### config.mk
export PLATFORM = sky130hd
export DESIGN_NAME = apb_fll_if
export DESIGN_NICKNAME = d
export VERILOG_FILES = /design/src/rtl/fll_if_pkg.sv /design/src/rtl/fll_lock_sync.sv /design/src/rtl/apb_fll_if.sv
export SDC_FILE = /design/constraint.sdc
export NUM_CORES = 1
export LEC_CHECK = 0
export CORE_MARGIN = 10
export CORE_UTILIZATION = 42
export DETAILED_ROUTE_END_ITERATION = 7
export PLACE_DENSITY = 0.8
export SLEW_MARGIN = 20
export SYNTH_ARGS = -nofsm -noshare
export SYNTH_HDL_FRONTEND = slang
export SYNTH_SLANG_ARGS = --single-unit
### constraint.sdc
create_clock -name clk_i -period 2.55 [get_ports clk_i]
set_clock_uncertainty 0.15 [all_clocks]
set_input_delay 0.255 -clock clk_i [delete_from_list [all_inputs] [get_ports clk_i]]
set_output_delay 0.255 -clock clk_i [all_outputs]
set_load 0.01 [all_outputs]
### src/rtl/fll_if_pkg.sv
// fll_if_pkg
// Shared definitions for the APB-to-FLL configuration bridge.
//   - fll_state_e   : handshake FSM states (IDLE, REQ, RELEASE)
//   - FLL_REG0..3   : word offsets (PADDR[4:2]) mapped onto FLL registers
//   - STATUS_OFFS   : word offset of the local STATUS register
//   - STAT_*_BIT    : bit positions inside STATUS
//   - FLL_WRN_RST   : idle/reset level of fll_wrn_o (1 = read, CFGWEB polarity)
package fll_if_pkg;

    typedef enum logic [1:0] {
        ST_IDLE    = 2'd0,
        ST_REQ     = 2'd1,
        ST_RELEASE = 2'd2
    } fll_state_e;

    localparam logic [2:0] FLL_REG0    = 3'd0;
    localparam logic [2:0] FLL_REG1    = 3'd1;
    localparam logic [2:0] FLL_REG2    = 3'd2;
    localparam logic [2:0] FLL_REG3    = 3'd3;
    localparam logic [2:0] STATUS_OFFS = 3'd4;

    localparam int STAT_LOCK_BIT = 0;
    localparam int STAT_TMO_BIT  = 1;
    localparam int STAT_LOST_BIT = 2;

    localparam logic FLL_WRN_RST = 1'b1;

    // True when the word offset selects one of the four FLL registers.
    function automatic logic is_fll_offs(input logic [2:0] offs);
        return offs inside {FLL_REG0, FLL_REG1, FLL_REG2, FLL_REG3};
    endfunction

endpackage

### src/rtl/fll_lock_sync.sv
// fll_lock_sync
// Two-flop synchroniser for the FLL lock indication plus a falling-edge
// detector on the synchronised value.
//   clk_i        in   peripheral clock
//   rstn_i       in   asynchronous active-low reset
//   lock_i       in   raw lock, asynchronous to clk_i
//   lock_sync_o  out  synchronised lock (reset 0)
//   lock_fall_o  out  high for one cycle when lock_sync_o goes 1 -> 0
module fll_lock_sync (
    input  logic clk_i,
    input  logic rstn_i,
    input  logic lock_i,
    output logic lock_sync_o,
    output logic lock_fall_o
);

    logic meta_q, sync_q, prev_q;
    logic meta_d, sync_d, prev_d;

    always_comb begin
        meta_d = lock_i;
        sync_d = meta_q;
        prev_d = sync_q;
    end

    always_ff @(posedge clk_i or negedge rstn_i) begin
        if (!rstn_i) begin
            meta_q <= 1'b0;
            sync_q <= 1'b0;
            prev_q <= 1'b0;
        end else begin
            meta_q <= meta_d;
            sync_q <= sync_d;
            prev_q <= prev_d;
        end
    end

    assign lock_sync_o = sync_q;
    // prev_q is the synchronised value one cycle older, so this is a clean
    // single-cycle pulse that never looks at the metastable stage.
    assign lock_fall_o = prev_q & ~sync_q;

endmodule

### src/rtl/apb_fll_if.sv
// apb_fll_if
// APB slave translating register accesses into the FLL configuration
// request/acknowledge handshake, with a bus timeout, a synchronised lock
// status and sticky error flags.
//   APB side : PADDR/PWDATA/PWRITE/PSEL/PENABLE in, PRDATA/PREADY/PSLVERR out
//   FLL side : fll_req_o/fll_wrn_o/fll_add_o/fll_data_o out,
//              fll_ack_i/fll_r_data_i/fll_lock_i in
//   irq_o    : one-cycle lock-loss interrupt pulse
// Offsets (PADDR[4:2]): 0..3 FLL registers, 4 STATUS, 5..7 error response.
// Optional macro FLL_LOCK_IRQ_EN: enables lock-loss sticky (STATUS[2]) and
// irq_o; when undefined irq_o is 0 and STATUS[2] reads 0.
module apb_fll_if
    import fll_if_pkg::*;
#(
    parameter int unsigned APB_ADDR_WIDTH = 12,
    parameter int unsigned TIMEOUT_CYCLES = 256
) (
    input  logic                      clk_i,
    input  logic                      rstn_i,
    input  logic [APB_ADDR_WIDTH-1:0] PADDR,
    input  logic [31:0]               PWDATA,
    input  logic                      PWRITE,
    input  logic                      PSEL,
    input  logic                      PENABLE,
    output logic [31:0]               PRDATA,
    output logic                      PREADY,
    output logic                      PSLVERR,
    output logic                      fll_req_o,
    output logic                      fll_wrn_o,
    output logic [1:0]                fll_add_o,
    output logic [31:0]               fll_data_o,
    input  logic                      fll_ack_i,
    input  logic [31:0]               fll_r_data_i,
    input  logic                      fll_lock_i,
    output logic                      irq_o
);

    localparam int unsigned CNT_W = (TIMEOUT_CYCLES > 1) ? $clog2(TIMEOUT_CYCLES) : 1;
    localparam logic [CNT_W-1:0] CNT_LAST =
        CNT_W'((TIMEOUT_CYCLES == 0) ? 0 : TIMEOUT_CYCLES - 1);

    fll_state_e        state_q, state_d;
    logic              wrn_q, wrn_d;
    logic [1:0]        add_q, add_d;
    logic [31:0]       data_q, data_d;
    logic [31:0]       rdata_q, rdata_d;
    logic [CNT_W-1:0]  cnt_q, cnt_d;
    logic              tmo_sticky_q, tmo_sticky_d;

    logic [2:0]  offs;
    logic        access;
    logic        tmo_hit;
    logic        tmo_set;
    logic [2:0]  w1c;
    logic        lock_sync;
    logic        lock_fall;
    logic        lost_bit;
    logic [31:0] status_word;

    fll_lock_sync u_lock_sync (
        .clk_i       (clk_i),
        .rstn_i      (rstn_i),
        .lock_i      (fll_lock_i),
        .lock_sync_o (lock_sync),
        .lock_fall_o (lock_fall)
    );

    assign offs    = PADDR[4:2];
    assign access  = PSEL & PENABLE;
    assign tmo_hit = (TIMEOUT_CYCLES != 0) && (cnt_q == CNT_LAST);

    always_comb begin
        status_word                = '0;
        status_word[STAT_LOCK_BIT] = lock_sync;
        status_word[STAT_TMO_BIT]  = tmo_sticky_q;
        status_word[STAT_LOST_BIT] = lost_bit;
    end

    always_comb begin
        state_d   = state_q;
        wrn_d     = wrn_q;
        add_d     = add_q;
        data_d    = data_q;
        rdata_d   = rdata_q;
        cnt_d     = cnt_q;
        PRDATA    = '0;
        PREADY    = 1'b0;
        PSLVERR   = 1'b0;
        fll_req_o = 1'b0;
        tmo_set   = 1'b0;
        w1c       = 3'b000;

        unique case (state_q)
            ST_IDLE: begin
                if (access) begin
                    if (is_fll_offs(offs)) begin
                        // A previous aborted handshake may still hold ack high;
                        // the new request is only launched once ack drops.
                        if (!fll_ack_i) begin
                            wrn_d   = ~PWRITE;
                            add_d   = offs[1:0];
                            data_d  = PWDATA;
                            rdata_d = '0;
                            cnt_d   = '0;
                            state_d = ST_REQ;
                        end
                    end else begin
                        PREADY = 1'b1;
                        if (offs == STATUS_OFFS) begin
                            PRDATA = status_word;
                            if (PWRITE) begin
                                w1c = PWDATA[2:0];
                            end
                        end else begin
                            PSLVERR = 1'b1;
                        end
                    end
                end
            end

            ST_REQ: begin
                cnt_d = cnt_q + CNT_W'(1);
                if (tmo_hit) begin
                    PREADY  = 1'b1;
                    PSLVERR = 1'b1;
                    tmo_set = 1'b1;
                    state_d = ST_IDLE;
                end else begin
                    fll_req_o = 1'b1;
                    if (fll_ack_i) begin
                        if (wrn_q) begin
                            rdata_d = fll_r_data_i;
                        end
                        state_d = ST_RELEASE;
                    end
                end
            end

            ST_RELEASE: begin
                cnt_d = cnt_q + CNT_W'(1);
                if (!fll_ack_i) begin
                    PREADY  = 1'b1;
                    PRDATA  = rdata_q;
                    state_d = ST_IDLE;
                end else if (tmo_hit) begin
                    PREADY  = 1'b1;
                    PSLVERR = 1'b1;
                    tmo_set = 1'b1;
                    state_d = ST_IDLE;
                end
            end

            default: begin
                state_d = ST_IDLE;
            end
        endcase

        // Set beats clear when both happen in the same cycle.
        tmo_sticky_d = (tmo_sticky_q & ~w1c[STAT_TMO_BIT]) | tmo_set;
    end

    always_ff @(posedge clk_i or negedge rstn_i) begin
        if (!rstn_i) begin
            state_q      <= ST_IDLE;
            wrn_q        <= FLL_WRN_RST;
            add_q        <= '0;
            data_q       <= '0;
            rdata_q      <= '0;
            cnt_q        <= '0;
            tmo_sticky_q <= 1'b0;
        end else begin
            state_q      <= state_d;
            wrn_q        <= wrn_d;
            add_q        <= add_d;
            data_q       <= data_d;
            rdata_q      <= rdata_d;
            cnt_q        <= cnt_d;
            tmo_sticky_q <= tmo_sticky_d;
        end
    end

`ifdef FLL_LOCK_IRQ_EN
    logic lost_sticky_q, lost_sticky_d;
    logic irq_q, irq_d;

    always_comb begin
        lost_sticky_d = (lost_sticky_q & ~w1c[STAT_LOST_BIT]) | lock_fall;
        irq_d         = lock_fall;
    end

    always_ff @(posedge clk_i or negedge rstn_i) begin
        if (!rstn_i) begin
            lost_sticky_q <= 1'b0;
            irq_q         <= 1'b0;
        end else begin
            lost_sticky_q <= lost_sticky_d;
            irq_q         <= irq_d;
        end
    end

    assign lost_bit = lost_sticky_q;
    assign irq_o    = irq_q;
`else
    logic unused_lock;
    assign unused_lock = lock_fall ^ w1c[STAT_LOST_BIT];
    assign lost_bit    = 1'b0;
    assign irq_o       = 1'b0;
`endif

    assign fll_wrn_o  = wrn_q;
    assign fll_add_o  = add_q;
    assign fll_data_o = data_q;

    // Only PADDR[4:2] participate in decoding.
    logic unused_paddr;
    assign unused_paddr = ^{PADDR[APB_ADDR_WIDTH-1:5], PADDR[1:0]};

endmodule

==> flow_summary_export.csv <==
group,metric,value,unit
outcome,status,"finished, final reports clean",
worst_setup_path,path_depth,6,
floorplan,die_w,112,microns
detailed_routing,drt_iter0_markers,175,
worst_setup_path,critPathMaxFanout,32,
global_routing,grt_first_pass_wirelength,15.6,mm
floorplan,boundaryPins,154,
worst_setup_path,crit-reg2reg-launch,"state_q[1]$_DFFE_PN0P_",
timing,final-hold-violation-count,0,
worst_setup_path,timing.critical_path.slowest_stage_cell,"sky130_fd_sc_hd__clkdlybuf4s50_1",
run,maxCapViolations,0,
floorplan,floorplan_core_area,8260,sq um
worst_setup_path,rrSetupSlack,0.28,ns
detailed_routing,route.detailed.vias_per_inst,5.14,
worst_setup_path,crit_chain,"inv_2 > ha_2 > nor2b_4 > buf_12 > and2_1 > clkdlybuf4s50_1",
final_layout,antenna_cells_inserted,0,
timing,max_freq,407,MHz
clock_tree,cts_tree,"yes",
detailed_routing,firstDrtPassIters,4,
final_layout,areaGrowthSynthToFinish,52.2,%
global_routing,antenna_found_initial,0,
timing,timing.max_slew.rel_slack,0.587,
timing,final.setup.tns,0,ns
detailed_routing,drtAntennaViolNets,0,
power,static_leakage,2.61,nW
final_layout,finalInstanceArea,5430,sq um
placed_design,routability_congestion_estimate,0.876,
synthesis,ys_async_sr_fraction,1.00,
worst_hold_path,hold_path_startpoint,"u_lock_sync.meta_q$_DFF_PN0_",
global_routing,groute.usage.overall,0.149,
synthesis,ys_seq_area_frac,0.562,
clock_tree,cts_inserted_buffers,9,
placed_design,detailed_place_hpwl,7.10,mm
floorplan,die_height,112,microns
power,power-per-cell-area,1000,nW/um^2
synthesis,post_synth_instance_area,3560,sq um
synthesis,post_synth_inst_count,269,
synthesis,net_count_of_the_mapped_netlist,357,
synthesis,ys.flop_type,"sky130_fd_sc_hd__dfrtp_1",
worst_setup_path,worst_r2r_path_depth,7,
timing,worstMarginPinSlew,0.620,ns
timing,final_period_minus_worst_setup_slack,2.46,ns
floorplan,placementRows,33,
timing,fin_crit_sh,0.963,
timing,whs,0.216,ns
synthesis,synthesis.yosys.warnings,0,
global_routing,pin_count_of_the_biggest_net_entering_global_routing,50,
timing,final_setup_violating_endpoints,0,
timing,slew_viol_final,0,
synthesis,synth.lib_cells_used.distinct,39,
clock_tree,clock_sink_count,80,
worst_hold_path,hp-class,"reg -> reg",
worst_setup_path,critPathKind,"reg -> out",
worst_setup_path,arrival_time_worst_endpoint,2.05,ns
worst_setup_path,worst_path_dominant_cell_family,"buffers and inverters",
clock_tree,cts.htree.levels,3,
worst_setup_path,cp_data_required_time,2.14,ns
global_routing,grt.overflow.total,0,
synthesis,synth_edf_count,0,
worst_setup_path,timing.critical_path.to,"PRDATA[6]",
synthesis,post-synth-top-area-cell,"sky130_fd_sc_hd__dfrtp_1",
final_layout,num-nets-final,510,
global_routing,first_global_vias,2953,
detailed_routing,drc,0,
worst_setup_path,end_kind,"output pin",
timing,worst_slack,0.0947,ns
final_layout,drive_gt1_frac,0.173,
worst_setup_path,r2r_end,"fll_data_o[12]$_DFFE_PN0P_",
clock_tree,clockBufferDepth,2,
worst_setup_path,critical_path_buf_inv_count,3,
placed_design,post_dp_cell_area,5170,sq um
detailed_routing,routedWlPerCell,17.9,microns
floorplan,initial_core_util,0.432,
worst_setup_path,cp_slowest_stage_delay,0.54,ns
power,max-vdd-ir-drop,0.769,mV
detailed_routing,vias,2732,
synthesis,synthTopCellsByArea,"sky130_fd_sc_hd__dfrtp_1 55%, sky130_fd_sc_hd__mux2_4 12%, sky130_fd_sc_hd__a22o_1 8.6%",
worst_setup_path,timing.critical_path.from_type,"flip-flop",
floorplan,die_area,12600,sq um
clock_tree,clk_pin_slew,0.07,ns
final_layout,layout.filler_cells,655,
worst_setup_path,origin_of_the_worst_setup_path,"state_q[0]$_DFFE_PN0P_",
clock_tree,insertion_delay_of_the_later_clocked_pin_in_the_worst_skew_pair,0.34,ns
placed_design,io_buffer_count,143,
synthesis,synth.ff_latch_count,80,
synthesis,synthDominantCellAreaShare,0.555,
clock_tree,cts-root-buf,"sky130_fd_sc_hd__clkbuf_8",
synthesis,avgSynthCellArea,13.3,sq um
placed_design,worst_case_setup_slack_after_placement,0.155,ns
detailed_routing,drt_wl_total,9.53,mm
[worst min-delay path by stage]
stage / endpoint / cells past startpoint / slack (ns)
global route: u_lock_sync.meta_q$_DFF_PN0_ / 1 / 0.20
finish: u_lock_sync.lock_sync_o$_DFF_PN0_ / 0 / 0.22
global placement: fll_data_o[19]$_DFFE_PN0P_ / 1 / 0.16
detailed placement: fll_data_o[19]$_DFFE_PN0P_ / 1 / 0.17
floorplan: cnt_q[0]$_DFFE_PN0P_ / 0 / -0.19
CTS: u_lock_sync.meta_q$_DFF_PN0_ / 1 / 0.21
[through the flow]
stage	instances	total power, W	utilization
floorplan	269	0.00335	-
global placement	514	0.00440	0.626
detailed placement	514	0.00447	0.626
CTS	532	0.00550	0.654
global route	532	0.00579	0.657
finish	532	0.00544	0.657
[flip-flops by register name, indices dropped and copies added (netlist names)]
name,cells
cnt_q,8
fll_add_o,2
fll_data_o,32
fll_wrn_o,1
rdata_q,32
state_q,2
tmo_sticky_q,1
u_lock_sync.lock_sync_o,1
u_lock_sync.meta_q,1
[power by group]
group	internal, W	switching [W]
Clock	0.000553	0.000442
Combinational	0.00136	0.000924
Sequential	0.00182	0.000336
[cell type report]
cell class	instances	area (sq um)	area share
Tap cell	105	131	0.0242
Timing Repair Buffer	158	1590	0.294
Sequential cell	80	2000	0.369
Multi-Input combinational cell	169	1470	0.271
Clock buffer	11	131	0.0242
Inverter	4	15.0	0.00277
Clock inverter	5	81.3	0.0150
[synthesized netlist by cell type (2+ instances only)]
| cell | n |
|---|---|
| sky130_fd_sc_hd__buf_2 | 6 |
| sky130_fd_sc_hd__buf_6 | 3 |
| sky130_fd_sc_hd__ha_1 | 5 |
| sky130_fd_sc_hd__nand2_1 | 6 |
| sky130_fd_sc_hd__clkbuf_1 | 5 |
| sky130_fd_sc_hd__nand3_1 | 7 |
| sky130_fd_sc_hd__nor2_1 | 3 |
| sky130_fd_sc_hd__a31oi_1 | 2 |
| sky130_fd_sc_hd__nor2b_1 | 5 |
| sky130_fd_sc_hd__mux2_4 | 28 |
| sky130_fd_sc_hd__and2_1 | 32 |
| sky130_fd_sc_hd__a21oi_1 | 3 |
| sky130_fd_sc_hd__mux2_2 | 6 |
| sky130_fd_sc_hd__nand4_1 | 2 |
| sky130_fd_sc_hd__nand2b_1 | 2 |
| sky130_fd_sc_hd__a22o_1 | 35 |
| sky130_fd_sc_hd__o21ai_0 | 10 |
| sky130_fd_sc_hd__inv_1 | 4 |
| sky130_fd_sc_hd__buf_4 | 2 |
| sky130_fd_sc_hd__a211oi_1 | 2 |
| sky130_fd_sc_hd__a32o_1 | 2 |
| sky130_fd_sc_hd__and3_1 | 2 |
| sky130_fd_sc_hd__o31ai_1 | 3 |
| sky130_fd_sc_hd__dfrtp_1 | 79 |
[cells by family after synthesis]
| group | Yosys count | share of synthesized area |
|---|---|---|
| fa+ha+maj | 5 | 0.0176 |
| mux | 34 | 0.137 |
| simple gates | 64 | 0.106 |
| flops | 80 | 0.562 |
| buf+inv | 20 | 0.0316 |
| other cells | 1 | 0.00105 |
| compound gates | 65 | 0.145 |
[metal layers]
metal | share of wire | track usage | up-vias | routed length, microns
met5 | 0 | 0 | - | 0
met3 | 0.080 | 0.0596 | 8 | 760
li1 | - | - | 1281 | -
met4 | 0.0080 | 0.0406 | 0 | 76
met2 | 0.48 | 0.243 | 104 | 4580
met1 | 0.43 | 0.180 | 1339 | 4110
[placed cells by master, fill, tap and decap left out, types with 4 or more instances in the layout]
cell type,synthesis,routed
sky130_fd_sc_hd__nand3_1,7,7
sky130_fd_sc_hd__ha_1,5,4
sky130_fd_sc_hd__mux2_4,28,28
sky130_fd_sc_hd__a22o_1,35,35
sky130_fd_sc_hd__o21ai_0,10,10
sky130_fd_sc_hd__nand2_1,6,6
sky130_fd_sc_hd__and2_1,32,32
sky130_fd_sc_hd__dlymetal6s2s_1,0,8
sky130_fd_sc_hd__mux2_2,6,6
sky130_fd_sc_hd__dlygate4sd2_1,0,7
sky130_fd_sc_hd__buf_4,2,12
sky130_fd_sc_hd__dfrtp_1,79,79
sky130_fd_sc_hd__clkbuf_8,0,9
sky130_fd_sc_hd__clkdlybuf4s50_1,0,127
sky130_fd_sc_hd__nor2b_1,5,4
[what timing repair did]
action / in CTS / in global routing
endpoints found under the setup margin: 35 / 30
pin swaps: 1 / 0
resized for setup: 9 / 11
endpoints found under the hold margin: 48 / 0
hold buffers: 1 / 0
buffers inserted: 1 / 0
(Power assumes the default switching activity.)
